**src/rtl/pipe_hazard_ctrl.sv**
```systemverilog
// Stall/flush sequencer for the 5-stage pipeline.
// Handles load-use and branch/jump hazards, memory waits and timeout.
module pipe_hazard_ctrl #(
    parameter int MEM_TIMEOUT = 15,
    parameter int CNT_W       = 32
) (
    input  logic             clk,
    input  logic             reset,
    input  logic [4:0]       id_rs,
    input  logic [4:0]       id_rt,
    input  logic             ex_memrd,
    input  logic [4:0]       ex_rt,
    input  logic             ex_branch,
    input  logic             id_jump,
    input  logic             mem_rd,
    input  logic             mem_wr,
    input  logic             dmem_ready,
    output logic             dmem_req,
    output logic             pc_en,
    output logic             ifid_en,
    output logic             ifid_flush,
    output logic             idex_en,
    output logic             idex_flush,
    output logic             exmem_en,
    output logic             memwb_bubble,
    output logic             mem_err,
    output logic [CNT_W-1:0] stall_cycles
);

    typedef enum logic [1:0] {
        RUN      = 2'd0,
        MEM_WAIT = 2'd1,
        ERR      = 2'd2
    } state_t;

    localparam logic [7:0] TIMEOUT = MEM_TIMEOUT[7:0];

    state_t     state;
    state_t     state_nx;
    logic [7:0] wait_cnt;
    logic [7:0] wait_cnt_nx;
    logic       err_nx;
    logic       memacc;
    logic       lu;
    logic       freeze;

    assign memacc = mem_rd | mem_wr;
    assign lu = ex_memrd && (ex_rt != 5'd0) &&
                ((ex_rt == id_rs) || (ex_rt == id_rt));
    assign freeze = (state == ERR) || (memacc && !dmem_ready);

    always_ff @(posedge clk or posedge reset) begin
        if (reset) begin
            state    <= RUN;
            wait_cnt <= 8'd0;
            mem_err  <= 1'b0;
        end else begin
            state    <= state_nx;
            wait_cnt <= wait_cnt_nx;
            mem_err  <= err_nx;
        end
    end

    always_comb begin
        state_nx    = state;
        wait_cnt_nx = wait_cnt;
        err_nx      = mem_err;
        case (state)
            RUN: begin
                if (memacc && !dmem_ready) begin
                    state_nx    = MEM_WAIT;
                    wait_cnt_nx = 8'd1;
                end
            end
            MEM_WAIT: begin
                // A dropped access is treated as completion.
                if (!memacc || dmem_ready) begin
                    state_nx    = RUN;
                    wait_cnt_nx = 8'd0;
                end else if (wait_cnt == TIMEOUT) begin
                    state_nx = ERR;
                    err_nx   = 1'b1;
                end else begin
                    wait_cnt_nx = wait_cnt + 8'd1;
                end
            end
            ERR: begin
                state_nx = ERR;
            end
            default: begin
                state_nx    = RUN;
                wait_cnt_nx = 8'd0;
            end
        endcase
    end

    always_comb begin
        dmem_req     = memacc && (state != ERR);
        pc_en        = 1'b1;
        ifid_en      = 1'b1;
        ifid_flush   = 1'b0;
        idex_en      = 1'b1;
        idex_flush   = 1'b0;
        exmem_en     = 1'b1;
        memwb_bubble = 1'b0;
        if (reset) begin
            dmem_req     = 1'b0;
            pc_en        = 1'b0;
            ifid_en      = 1'b0;
            ifid_flush   = 1'b1;
            idex_en      = 1'b0;
            idex_flush   = 1'b1;
            exmem_en     = 1'b0;
            memwb_bubble = 1'b1;
        end else if (freeze) begin
            pc_en        = 1'b0;
            ifid_en      = 1'b0;
            idex_en      = 1'b0;
            exmem_en     = 1'b0;
            memwb_bubble = 1'b1;
        end else if (ex_branch) begin
            ifid_flush = 1'b1;
            idex_flush = 1'b1;
        end else if (lu) begin
            pc_en      = 1'b0;
            ifid_en    = 1'b0;
            idex_flush = 1'b1;
        end else if (id_jump) begin
            ifid_flush = 1'b1;
        end
    end

    always_ff @(posedge clk or posedge reset) begin
        if (reset) begin
            stall_cycles <= '0;
        end else if (!pc_en && (stall_cycles != '1)) begin
            stall_cycles <= stall_cycles + 1'b1;
        end
    end

endmodule

```
**config.mk**
```make
export PLATFORM = sky130hd
export DESIGN_NAME = pipe_hazard_ctrl
export DESIGN_NICKNAME = d
export VERILOG_FILES = /design/src/rtl/pipe_hazard_ctrl.sv
export SDC_FILE = /design/constraint.sdc
export NUM_CORES = 1
export LEC_CHECK = 0
export BUFFER_PORTS_ARGS = -buffer_cell sky130_fd_sc_hd__buf_2
export CORE_ASPECT_RATIO = 0.8
export CORE_MARGIN = 4
export CORE_UTILIZATION = 45
export DETAILED_ROUTE_END_ITERATION = 8
export PLACE_DENSITY = 0.78
export SYNTH_ARGS = -nofsm -noshare
export SYNTH_HDL_FRONTEND = slang
export SYNTH_SLANG_ARGS = --single-unit
```
**constraint.sdc**
```tcl
create_clock -name clk -period 2.3 [get_ports clk]
set_input_delay 0.46 -clock clk [delete_from_list [all_inputs] [get_ports clk]]
set_output_delay 0.46 -clock clk [all_outputs]
set_load 0.05 [all_outputs]
```
Word level (Yosys, flattened, before mapping)
Index checks and enable logic that the tools add are counted.
Word-level totals
  register bits: 43
  bits of input ports: 23
  output and inout bits: 41
Cells by class
  add/subtract/negate cells: 2
  equal/unequal tests: 10
  multiplexer cells: 26
  bitwise gates (word level): 3
  reduce and logical (&&, ||, !) cells: 16
Operators with widths (count)
  $add 32x1->32 const B: 1
  $ne 32x32->1 const B: 1
  $mux 8: 3
  $pmux 8 s3: 1
  $mux 1: 18
  $eq 5x5->1: 2
  $add 8x1->8 const B: 1
  $eq 8x4->1 const B: 1
  $mux 2: 3
  $ne 3x3->1 const B: 2
  $pmux 2 s3: 1
  $reduce_and 3->1: 2
  $logic_and 1x1->1: 5
  $reduce_bool 5->1: 1
  $ne 2x2->1 const B: 2
  $logic_not 1->1: 3
  $logic_or 1x1->1: 3
  $eq 2x1->1 const B: 1
  $eq 2x2->1 const B: 1
  $logic_not 2->1: 1
  $not 1->1: 2
  $reduce_and 2->1: 1
  $or 1x1->1: 1

Logic depth before layout (Yosys ltp)
Gate-level depths: netlist of the first run.
  word-level depth: 9
  gate-level depth with buffers: 9
  depth with buffers taken out: 7

Worst setup path before layout of the first run
OpenSTA, ideal clock, no wires.
  path type: input to output
  start point: input mem_wr
  end point: output pc_en
  data arrival time: 2.509 ns
  path slack: -0.669 ns
  cell stages on the path: 6
  buffers on the path: 2
  path through: nor2_1 -> o21ai_0 -> nor2_1 -> o31a_1 -> buf_2 -> buf_4
On the way
  longest elaborated chain between the ends: 5
Ends and longest elaborated chain
  start: declaration: line 16  | input logic mem_wr,
  $or 1x1->1: line 47  | assign memacc = mem_rd | mem_wr;
  $logic_and 1x1->1: line 50  | assign freeze = (state == ERR) || (memacc && !dmem_ready);
  $logic_or 1x1->1: line 50
  $mux 1 (2 in series)
  end: declaration: line 19  | output logic pc_en,
Every way passes these cells.

Worst setup path after layout of the first run
  start point: input ex_rt[1]
  end point: output pc_en
On the way
  longest elaborated chain between the ends: 7
Ends and longest elaborated chain
  start: declaration: line 12  | input logic [4:0] ex_rt,
  $eq 5x5->1 or $reduce_bool 5->1 (tied branches): line 49, 48
  $logic_or 1x1->1 or $logic_and 1x1->1 (tied branches): line 49, 48
  $logic_and 1x1->1 *: line 48  | assign lu = ex_memrd && (ex_rt != 5'd0) &&
  $mux 1 *: line 124  | end else if (lu) begin
  $mux 1 *: line 121  | end else if (ex_branch) begin
  $mux 1 *: line 115  | end else if (freeze) begin
  $mux 1 *: line 106  | if (reset) begin
Mark *: on every way between the ends. The rest lies on a longest branch, timed or not.

==> run_results.csv, run 1 <==
group,metric,value,unit
critical_path,slowest_stage,"or4_4",
timing,finalSetupViolations,0,
outcome,status,"finished clean",
timing,setup_tns,0,ps
critical_path,ff2ff_path_depth,7,
logic_synthesis,async_flop_share,100.0,%
critical_path,crit_path_max_fanout,3,
drt,vias,2097,
critical_path,ff2ff_setup_slack,270,ps
drt,firstDrtPassIters,4,
clock_tree,clock_latency,290,ps
clock_tree,cts.clk_slew.worst_paths,80,ps
timing,fin_crit,2251,ps
clock_tree,cts_tree,"done",
grt,antenna_found_initial,0,
die,num_rows,23,
critical_path,critical_path.cell_chain,"buf_2 > or4_4 > o21ai_2 > o31a_1 > buf_4",
power,leakage,0.001306,uW
critical_path,crit_start,"ex_rt[1]",
min_path,hp-class,"primary input to asynchronous set/reset pin",
timing,finClkSkew,8.273,ps
grt,grt_pass1_wl,9480,um
logic_synthesis,ys_seq_area_share,44.56,%
power,power_density,886.3,nW/um^2
timing,tightest_slew,580.3,ps
power,p_total,2696,uW
logic_synthesis,synth_ff_type,"dfrtp_1",
critical_path,path_buf_inv,2,
clock_tree,ctsHtreeMaxLevel,2,
critical_path,r2r_end,"stall_cycles[16]$_DFFE_PP0P_",
critical_path,cpLargestDelayFamily,"simple AND/OR/NAND/NOR gates",
grt,gr-total-overflow,0,
logic_synthesis,synthCells,246,
timing,layout_setup_ws,48.91,ps
drt,wl,5717,um
timing,slew_viol_final,0,
place,dpl.cell_count,380,
place,gp_routability_congestion,0.8807,
logic_synthesis,synth_area_per_cell,9.816,um^2
drt,drc,0,
logic_synthesis,yosysMostFrequentCell,"dfrtp_1",
logic_synthesis,synth_top_area_share,44.56,%
critical_path,worst_ep_arrival_time,1790,ps
logic_synthesis,yosys.area.top_type,"dfrtp_1",
place,portBuffers,63,
logic_synthesis,synth_area_leaders,"dfrtp_1 (45%), xor2_1 (15%), nor3_1 (4.4%)",
critical_path,r2r-start,"stall_cycles[0]$_DFFE_PP0P_",
die,ioPinCount,64,
die,start_util,47.41,%
logic_synthesis,synth-edff-count,0,
clock_tree,cts_root_buffer,"clkbuf_8",
drt,wl_per_cell,14.73,um
die,die_y,73.52,um
clock_tree,cts.sinks,43,
timing,max_clock_freq,0.4442,GHz
place,place_ws,-88.63,ps
job,maxCapViolations,0,
grt,grt_pass1_vias,2032,
timing,relSlewSlack,60.91,%
critical_path,endpoint,"pc_en",
logic_synthesis,synth_nets,271,
finish,area_growth,25.96,%
critical_path,cp-end-kind,"primary output",
finish,finalNetCount,350,
finish,layoutNonFillerInstCount,388,
finish,antenna_cells,0,
logic_synthesis,synth_warnings,0,
timing,fin_crit_sh,97.87,%
drt,drt_iter0_drc,127,
timing,finalHoldViolations,0,
place,hpwlAfterDp,4316,um
die,dieArea,6609,um^2
die,core,5094,um^2
drt,ant_nets,0,
drt,via_per_inst,5.405,
critical_path,startpoint_type,"primary input",
critical_path,cp.required,1840,ps
logic_synthesis,syn_area,2415,um^2
clock_tree,hold_buffers,0,
grt,grt_max_degree,34,
logic_synthesis,synth_common_cells,"dfrtp_1 (43), xor2_1 (41), nor3_1 (21), nand3_1 (17), nor2_1 (16)",
logic_synthesis,ys_types,37,
power,peakVddDrop,638.7,uV
critical_path,path_depth,5,
critical_path,slowest_delay,530,ps
logic_synthesis,ys_ff_latch,43,
finish,drive_above_1_share,34.36,%
clock_tree,clock_path_buffers,2,
critical_path,crit_type,"primary input to primary output",
clock_tree,cts_buffers,5,
grt,grt_usage,17.97,%
die,fp.dieW,89.90,um
==> metrics by stage <==
stage | hold slack [ps] | cell area (um^2) | utilization [%]
floorplan | 445.6 | 2429 | -
global placement | 447.7 | 2932 | 57.55
detailed placement | 452.5 | 2932 | 57.55
CTS | 133.5 | 3018 | 59.25
global route | 140.4 | 3042 | 59.72
finish | 127.0 | 3042 | 59.72
==> routing by layer <==
metal,up-vias,routed length [um],global-route usage [%]
met5,-,0,0
met4,0,71,5.942
met3,6,326,4.708
met2,68,2609,28.08
met1,988,2710,24.64
li1,1035,-,-
==> repair_timing <==
item                       in CTS  in global routing
setup buffers                   0                  0
gates resized for setup         1                  9
pin swaps                       0                  1
setup endpoints to repair       3                  4
==> power breakdown <==
part / internal (uW) / leakage, uW / switching, uW
logic: 308 / 0.000778 / 826
registers: 904 / 0.000481 / 193
clock network: 208 / 0.0000477 / 257
total: 1420 / 0.00131 / 1280
==> registers in the layout, summed over array words and instances (netlist names) <==
register / cells
wait_cnt: 8
mem_err: 1
stall_cycles: 32
state: 2
==> cells in the final DEF (no fill, tap or decap), drive strengths merged, types with 3 or more instances in the layout <==
cell	netlist	layout
clkbuf	2	6
clkinv	0	3
nor2	16	16
and2	3	3
and4	3	3
nand2b	3	3
dfrtp	43	43
and3	9	9
o21ai	16	16
nor3	23	23
nand4	14	14
nand3	17	17
nor4b	3	3
xor2	41	41
buf	9	82
nor4	8	8
nand2	14	14
==> cells by family after synthesis <==
family,after synthesis,share of synthesized area (%)
simple gates,121,30.05
flops,43,44.56
xor+xnor,41,14.87
compound gates,23,5.285
buf+inv,14,3.264
mux,2,0.9326
fa+ha+maj,2,1.036
==> worst min-delay path by stage <==
stage / startpoint / to / slack [ps]
finish: reset / stall_cycles[30]$_DFFE_PP0P_ / 130
CTS: reset / stall_cycles[27]$_DFFE_PP0P_ / 130
global route: reset / stall_cycles[27]$_DFFE_PP0P_ / 140
global placement: reset / stall_cycles[27]$_DFFE_PP0P_ / 450
detailed placement: reset / stall_cycles[27]$_DFFE_PP0P_ / 450
floorplan: wait_cnt[7]$_DFFE_PP0P_ / wait_cnt[7]$_DFFE_PP0P_ / 450
==> layout make-up <==
cell class	instances	area (um^2)
fill	448	2052
multi-input combinational	189	1282
sequential	43	1079
timing repair buffer	83	504.2
tap	62	77.57
clock buffer	5	68.82
clock inverter	3	15.01
inverter	3	15.01
Power figures use the tool's default switching activity.
==> run 2: changes to the inputs <==
--- a/config.mk
+++ b/config.mk
@@ -11,6 +11,7 @@
 export CORE_UTILIZATION = 45
 export DETAILED_ROUTE_END_ITERATION = 8
 export PLACE_DENSITY = 0.78
+export RECOVER_POWER = 25
 export SYNTH_ARGS = -nofsm -noshare
 export SYNTH_HDL_FRONTEND = slang
 export SYNTH_SLANG_ARGS = --single-unit
==> run 2 against run 1 <==
Utilization fell by 0.074 points. Final area shrank 0.12%. Critical path depth is the same. Worst setup slack worse by 1.5 ps. Clock-buffer cell count unchanged. Hold slack better by 30 ps. Sequential power hardly changed. Fmax hardly changed. Non-clock buffer count stayed put. Cell count is the same. Clock skew fell by 0.53 ps. Register-to-register slack is essentially flat. Critical path type unchanged. Largest power group unchanged. Highest routed layer unchanged.
==> run_results.csv, run 2 (synthesis gave the netlist of run 1 again) <==
group,metric,value,unit
die,core,5094,um^2
clock_tree,hold_buffers,0,
finish,drive_above_1_share,34.05,%
timing,finalHoldViolations,0,
finish,top_register,"stall_cycles",
power,leakage,0.001303,uW
power,power_switching_share,47.32,%
critical_path,r2r-start,"stall_cycles[0]$_DFFE_PP0P_",
outcome,status,"finished clean",
timing,finClkSkew,7.740,ps
job,maxCapViolations,0,
clock_tree,ctsHtreeMaxLevel,2,
place,hpwlAfterDp,4316,um
drt,drc,0,
place,portBuffers,63,
timing,fin_crit_sh,97.94,%
finish,final_common_cell,"buf_2",
critical_path,crit_type,"primary input to primary output",
grt,gr-total-overflow,0,
drt,wl,5746,um
grt,grt_max_degree,34,
drt,via_per_inst,5.415,
clock_tree,cts_root_buffer,"clkbuf_8",
grt,busiest_layer,"met2",
grt,met3_usage,4.708,%
grt,grt_pass1_vias,2032,
drt,ant_nets,0,
die,num_rows,23,
power,power_density,886.8,nW/um^2
min_path,hp-class,"primary input to asynchronous set/reset pin",
die,die_y,73.52,um
critical_path,cpLargestDelayFamily,"simple AND/OR/NAND/NOR gates",
critical_path,worst_ep_arrival_time,1790,ps
clock_tree,cts_buffers,5,
grt,grt_use_met2,28.08,%
clock_tree,clock_latency,290,ps
die,start_util,47.41,%
clock_tree,cts.clk_slew.worst_paths,80,ps
critical_path,path_buf_inv,2,
clock_tree,cts_tree,"done",
critical_path,ff2ff_path_depth,7,
finish,final_cell_mix,"buf_2 (58), xor2_1 (41), dfrtp_1 (41)",
finish,area_growth,25.80,%
timing,fin_crit,2253,ps
power,p_total,2694,uW
critical_path,slowest_delay,530,ps
finish,nFillCells,447,
finish,top_regs,"stall_cycles x32, wait_cnt x8, state x2",
timing,setup_tns,0,ps
timing,relSlewSlack,44.50,%
finish,largest_reg_flops,32,
critical_path,crit_path_max_fanout,3,
drt,firstDrtPassIters,6,
drt,wl_per_cell,14.81,um
clock_tree,clock_path_buffers,2,
grt,grt_pass1_wl,9480,um
power,peakVddDrop,638.8,uV
power,intPower,1419,uW
critical_path,startpoint_type,"primary input",
power,power_frac_clock,17.2,%
grt,grt_usage,17.97,%
timing,slew_viol_final,0,
finish,finalNetCount,350,
timing,tightest_slew,832.5,ps
place,gp_routability_congestion,0.8807,
critical_path,slowest_stage,"or4_4",
drt,vias,2101,
power,switching_power,1275,uW
clock_tree,cts.sinks,43,
power,seqPwrFrac,40.7,%
grt,grt_use_met1,24.64,%
critical_path,ff2ff_setup_slack,260,ps
grt,antenna_found_initial,0,
critical_path,cp.required,1840,ps
drt,drt_iter0_drc,127,
timing,finalSetupViolations,0,
critical_path,r2r_end,"stall_cycles[16]$_DFFE_PP0P_",
critical_path,cp-end-kind,"primary output",
die,fp.dieW,89.90,um
critical_path,critical_path.cell_chain,"buf_2 > or4_4 > o21ai_2 > o31a_1 > buf_4",
die,dieArea,6609,um^2
power,p_comb_share,42.1,%
timing,max_clock_freq,0.4439,GHz
timing,holdWs,157.0,ps
die,ioPinCount,64,
finish,antenna_cells,0,
==> run 2: cell count changes in the layout (fill, tap and decap cells not counted) <==
cell      delta
buf_2        -1
buf_4        -1
clkbuf_1     +1
clkbuf_2     +1
==> run 2: cell type report <==
cell class | count | area (um^2) | area share [%]
clock buffers | 5 | 68.82 | 2.265
clock inverters | 3 | 15.01 | 0.4942
inverters | 3 | 15.01 | 0.4942
multi-input cells | 189 | 1282 | 42.22
flip-flops and latches | 43 | 1079 | 35.50
well taps | 62 | 77.57 | 2.554
repair buffers | 83 | 500.5 | 16.47
==> run 2: worst reg2reg max path, stage by stage (launching register included) <==
cell     delay [ps]
dfrtp_2         410
ha_1            170
and2_1          170
nand4_1         140
or3_1           430
buf_4           180
nor4_2          270
xor2_1          180
==> run 2: worst max path at each step <==
stage	startpoint	to	slack, ps	depth (start not counted)
6_report	ex_rt[1]	pc_en	50	5
5_1_grt	ex_rt[1]	pc_en	-10	5
4_1_cts	ex_rt[1]	pc_en	-40	5
3_5_place_dp	ex_rt[1]	stall_cycles[16]$_DFFE_PP0P_	-90	9
3_3_place_gp	ex_rt[1]	ifid_flush	-40	7
2_1_floorplan	mem_wr	pc_en	-260	6
==> run 2: power groups by stage <==
stage               combinational (uW)  sequential, uW  clock, uW
finish                            1130            1100        465
global route                      1200            1130        510
CTS                               1130            1090        475
detailed placement                1130            1110          0
global placement                  1110            1100          0
floorplan                          356            1560          0
==> run 2: what timing repair did <==
item,4_1_cts,5_1_grt
endpoints found under the setup margin,3,4
gates cloned,0,0
pin swaps,0,1
endpoints found under the hold margin,0,0
resized for setup,1,9
buffers inserted,0,0
==> run 2: layer usage <==
layer / vias up / share of wire [%]
li1: 1036 / -
met1: 992 / 47
met2: 67 / 45
met3: 6 / 6.5
met4: 0 / 1.2
met5: - / 0
==> run 2: per-stage QoR <==
step                cell area [um^2]  worst slack, ps  utilization, %  instances
CTS                             3018           -36.34           59.25        388
global route                    3038           -14.12           59.64        388
detailed placement              2932           -88.63           57.55        380
floorplan                       2429           -259.2               -        246
finish                          3038            47.38           59.64        388
global placement                2932           -35.17           57.55        380
==> run 3: changes to the inputs <==
--- a/config.mk
+++ b/config.mk
@@ -6,12 +6,15 @@
 export NUM_CORES = 1
 export LEC_CHECK = 0
 export BUFFER_PORTS_ARGS = -buffer_cell sky130_fd_sc_hd__buf_2
+export CELL_PAD_IN_SITES_DETAIL_PLACEMENT = 1
+export CELL_PAD_IN_SITES_GLOBAL_PLACEMENT = 2
 export CORE_ASPECT_RATIO = 0.8
 export CORE_MARGIN = 4
-export CORE_UTILIZATION = 45
+export CORE_UTILIZATION = 32
 export DETAILED_ROUTE_END_ITERATION = 8
-export PLACE_DENSITY = 0.78
+export PLACE_DENSITY = 0.88
 export RECOVER_POWER = 25
+export SKIP_LAST_GASP = 1
 export SYNTH_ARGS = -nofsm -noshare
 export SYNTH_HDL_FRONTEND = slang
 export SYNTH_SLANG_ARGS = --single-unit
==> constraint.sdc (replaced) <==
create_clock -name clk -period 2.3 [get_ports clk]
set_input_delay 0.115 -clock clk [delete_from_list [all_inputs] [get_ports clk]]
set_output_delay 0.115 -clock clk [all_outputs]
set_load 0.05 [all_outputs]
==> run 3 against run 2 <==
Clock skew up 2.5 ps. Sequential share of layout area up 0.55 points. Critical path depth up 1. Critical endpoint unchanged. Largest power group unchanged.
==> run_results.csv, run 3 (synthesis gave the netlist of run 1 again) <==
group,metric,value,unit
finish,top_regs,"stall_cycles x32, wait_cnt x8, state x2",
critical_path,cp.required,2180,ps
timing,finalSetupViolations,0,
clock_tree,cts.sinks,43,
die,start_util,32.82,%
clock_tree,ctsResizeCount,0,
power,power_density,910.7,nW/um^2
finish,largest_reg_flops,32,
outcome,status,"finished clean",
finish,regArea,1079,um^2
min_path,hp-class,"primary input to flop",
clock_tree,clock_path_buffers,2,
die,num_rows,28,
finish,final_cell_mix,"buf_2 (62), xor2_1 (41), dfrtp_1 (41)",
finish,antenna_cells,0,
power,peakVddDrop,476.6,uV
timing,finalHoldViolations,0,
finish,area_growth,23.89,%
clock_tree,clock_latency,290,ps
finish,layoutNonFillerInstCount,408,
timing,slew_viol_final,0,
timing,relSlewSlack,28.98,%
drt,drc,0,
drt,wl,6342,um
place,gp_routability_congestion,0.7446,
min_path,hold_path_depth,3,
drt,via_per_inst,5.147,
clock_tree,ctsHtreeMaxLevel,2,
timing,fin_crit,2075,ps
grt,grt_usage,14.72,%
finish,top_register,"stall_cycles",
drt,wl_per_cell,15.54,um
critical_path,cp-end-kind,"primary output",
timing,holdWs,170.6,ps
drt,firstDrtPassIters,4,
grt,gr-total-overflow,0,
drt,ant_nets,0,
finish,drive_above_1_share,31.13,%
clock_tree,cts_tree,"done",
critical_path,crit_start,"state[1]$_DFFE_PP0P_",
die,core,7357,um^2
clock_tree,cts.clk_slew.worst_paths,80,ps
die,fp.dieW,105.1,um
critical_path,crit_path_max_fanout,33,
die,die_y,85.70,um
finish,nFillCells,883,
critical_path,crit_type,"flop to primary output",
clock_tree,hold_buffers,0,
critical_path,r2r-start,"stall_cycles[0]$_DFFE_PP0P_",
critical_path,endpoint,"pc_en",
critical_path,worst_ep_arrival_time,1960,ps
drt,drt_iter0_drc,74,
timing,tightest_slew,1065,ps
clock_tree,postCtsSetupBuffers,0,
clock_tree,cts_root_buffer,"clkbuf_8",
critical_path,ff2ff_setup_slack,260,ps
critical_path,ff2ff_path_depth,7,
die,dieArea,9009,um^2
timing,fin_crit_sh,90.23,%
critical_path,startpoint_type,"flop",
finish,multi_input_area,1271,um^2
grt,antenna_found_initial,0,
die,ioPinCount,64,
grt,grt_max_degree,44,
job,maxCapViolations,0,
timing,finClkSkew,10.26,ps
power,leakage,0.001257,uW
grt,grt_pass1_vias,2212,
drt,vias,2100,
place,dpl.cell_count,400,
finish,final_common_cell,"buf_2",
timing,setup_tns,0,ps
grt,grt_pass1_wl,11010,um
timing,max_clock_freq,0.4818,GHz
place,hpwlAfterDp,4810,um
timing,grt_setup_unrepaired,"no",
clock_tree,cts_buffers,5,
critical_path,r2r_end,"stall_cycles[18]$_DFFE_PP0P_",
place,portBuffers,63,
finish,finalNetCount,342,
[run 3: worst min-delay path by stage]
stage,from,end,slack [ps]
2_1_floorplan,dmem_ready,state[0]$_DFFE_PP0P_,300
3_3_place_gp,reset,state[0]$_DFFE_PP0P_,350
3_5_place_dp,reset,wait_cnt[6]$_DFFE_PP0P_,350
4_1_cts,reset,stall_cycles[7]$_DFFE_PP0P_,40
5_1_grt,dmem_ready,state[0]$_DFFE_PP0P_,180
6_report,dmem_ready,state[0]$_DFFE_PP0P_,170
[run 3: cell type report]
| cell class | count | area share (%) |
|---|---|---|
| clock buffer | 7 | 2.886 |
| clock inverter | 1 | 0.1673 |
| inverter | 3 | 0.3764 |
| multi-input combinational | 189 | 42.49 |
| sequential | 43 | 36.05 |
| tap | 90 | 3.764 |
| timing repair buffer | 75 | 14.26 |
[run 3: stage by stage]
step                      utilization (%)  total power [uW]  worst slack (ps)  cell area (um^2)
after floorplan                         -              1917             5.970              2420
after global placement              39.39              2223             288.9              2898
final                               40.66              2725             224.6              2992
after detailed placement            39.39              2253             290.9              2898
after global routing                40.66              2882             49.60              2992
after CTS                           40.63              2756             197.0              2989
[run 3: layer usage]
metal	routed length [um]	track usage [%]	vias up	part of all wire [%]
met1	3083	20.11	1045	49
met5	0	0	-	0
met2	2964	24.40	33	47
li1	-	-	1018	-
met4	44	2.861	0	0.69
met3	249	3.085	4	3.9
[run 3: critical path: stages (launching register included)]
cell and delay [ps]:
dfrtp_1 400, nand2b_1 120, o21ai_0 170, nor2_2 220, o31a_1 230, buf_12 210
buf_2 300
[run 3: power breakdown]
part / switching [uW] / internal (uW) / leakage [uW]
sequential: 202 / 903 / 0.000481
clock: 251 / 243 / 0.0000482
combinational: 829 / 296 / 0.000728
total: 1280 / 1440 / 0.00126
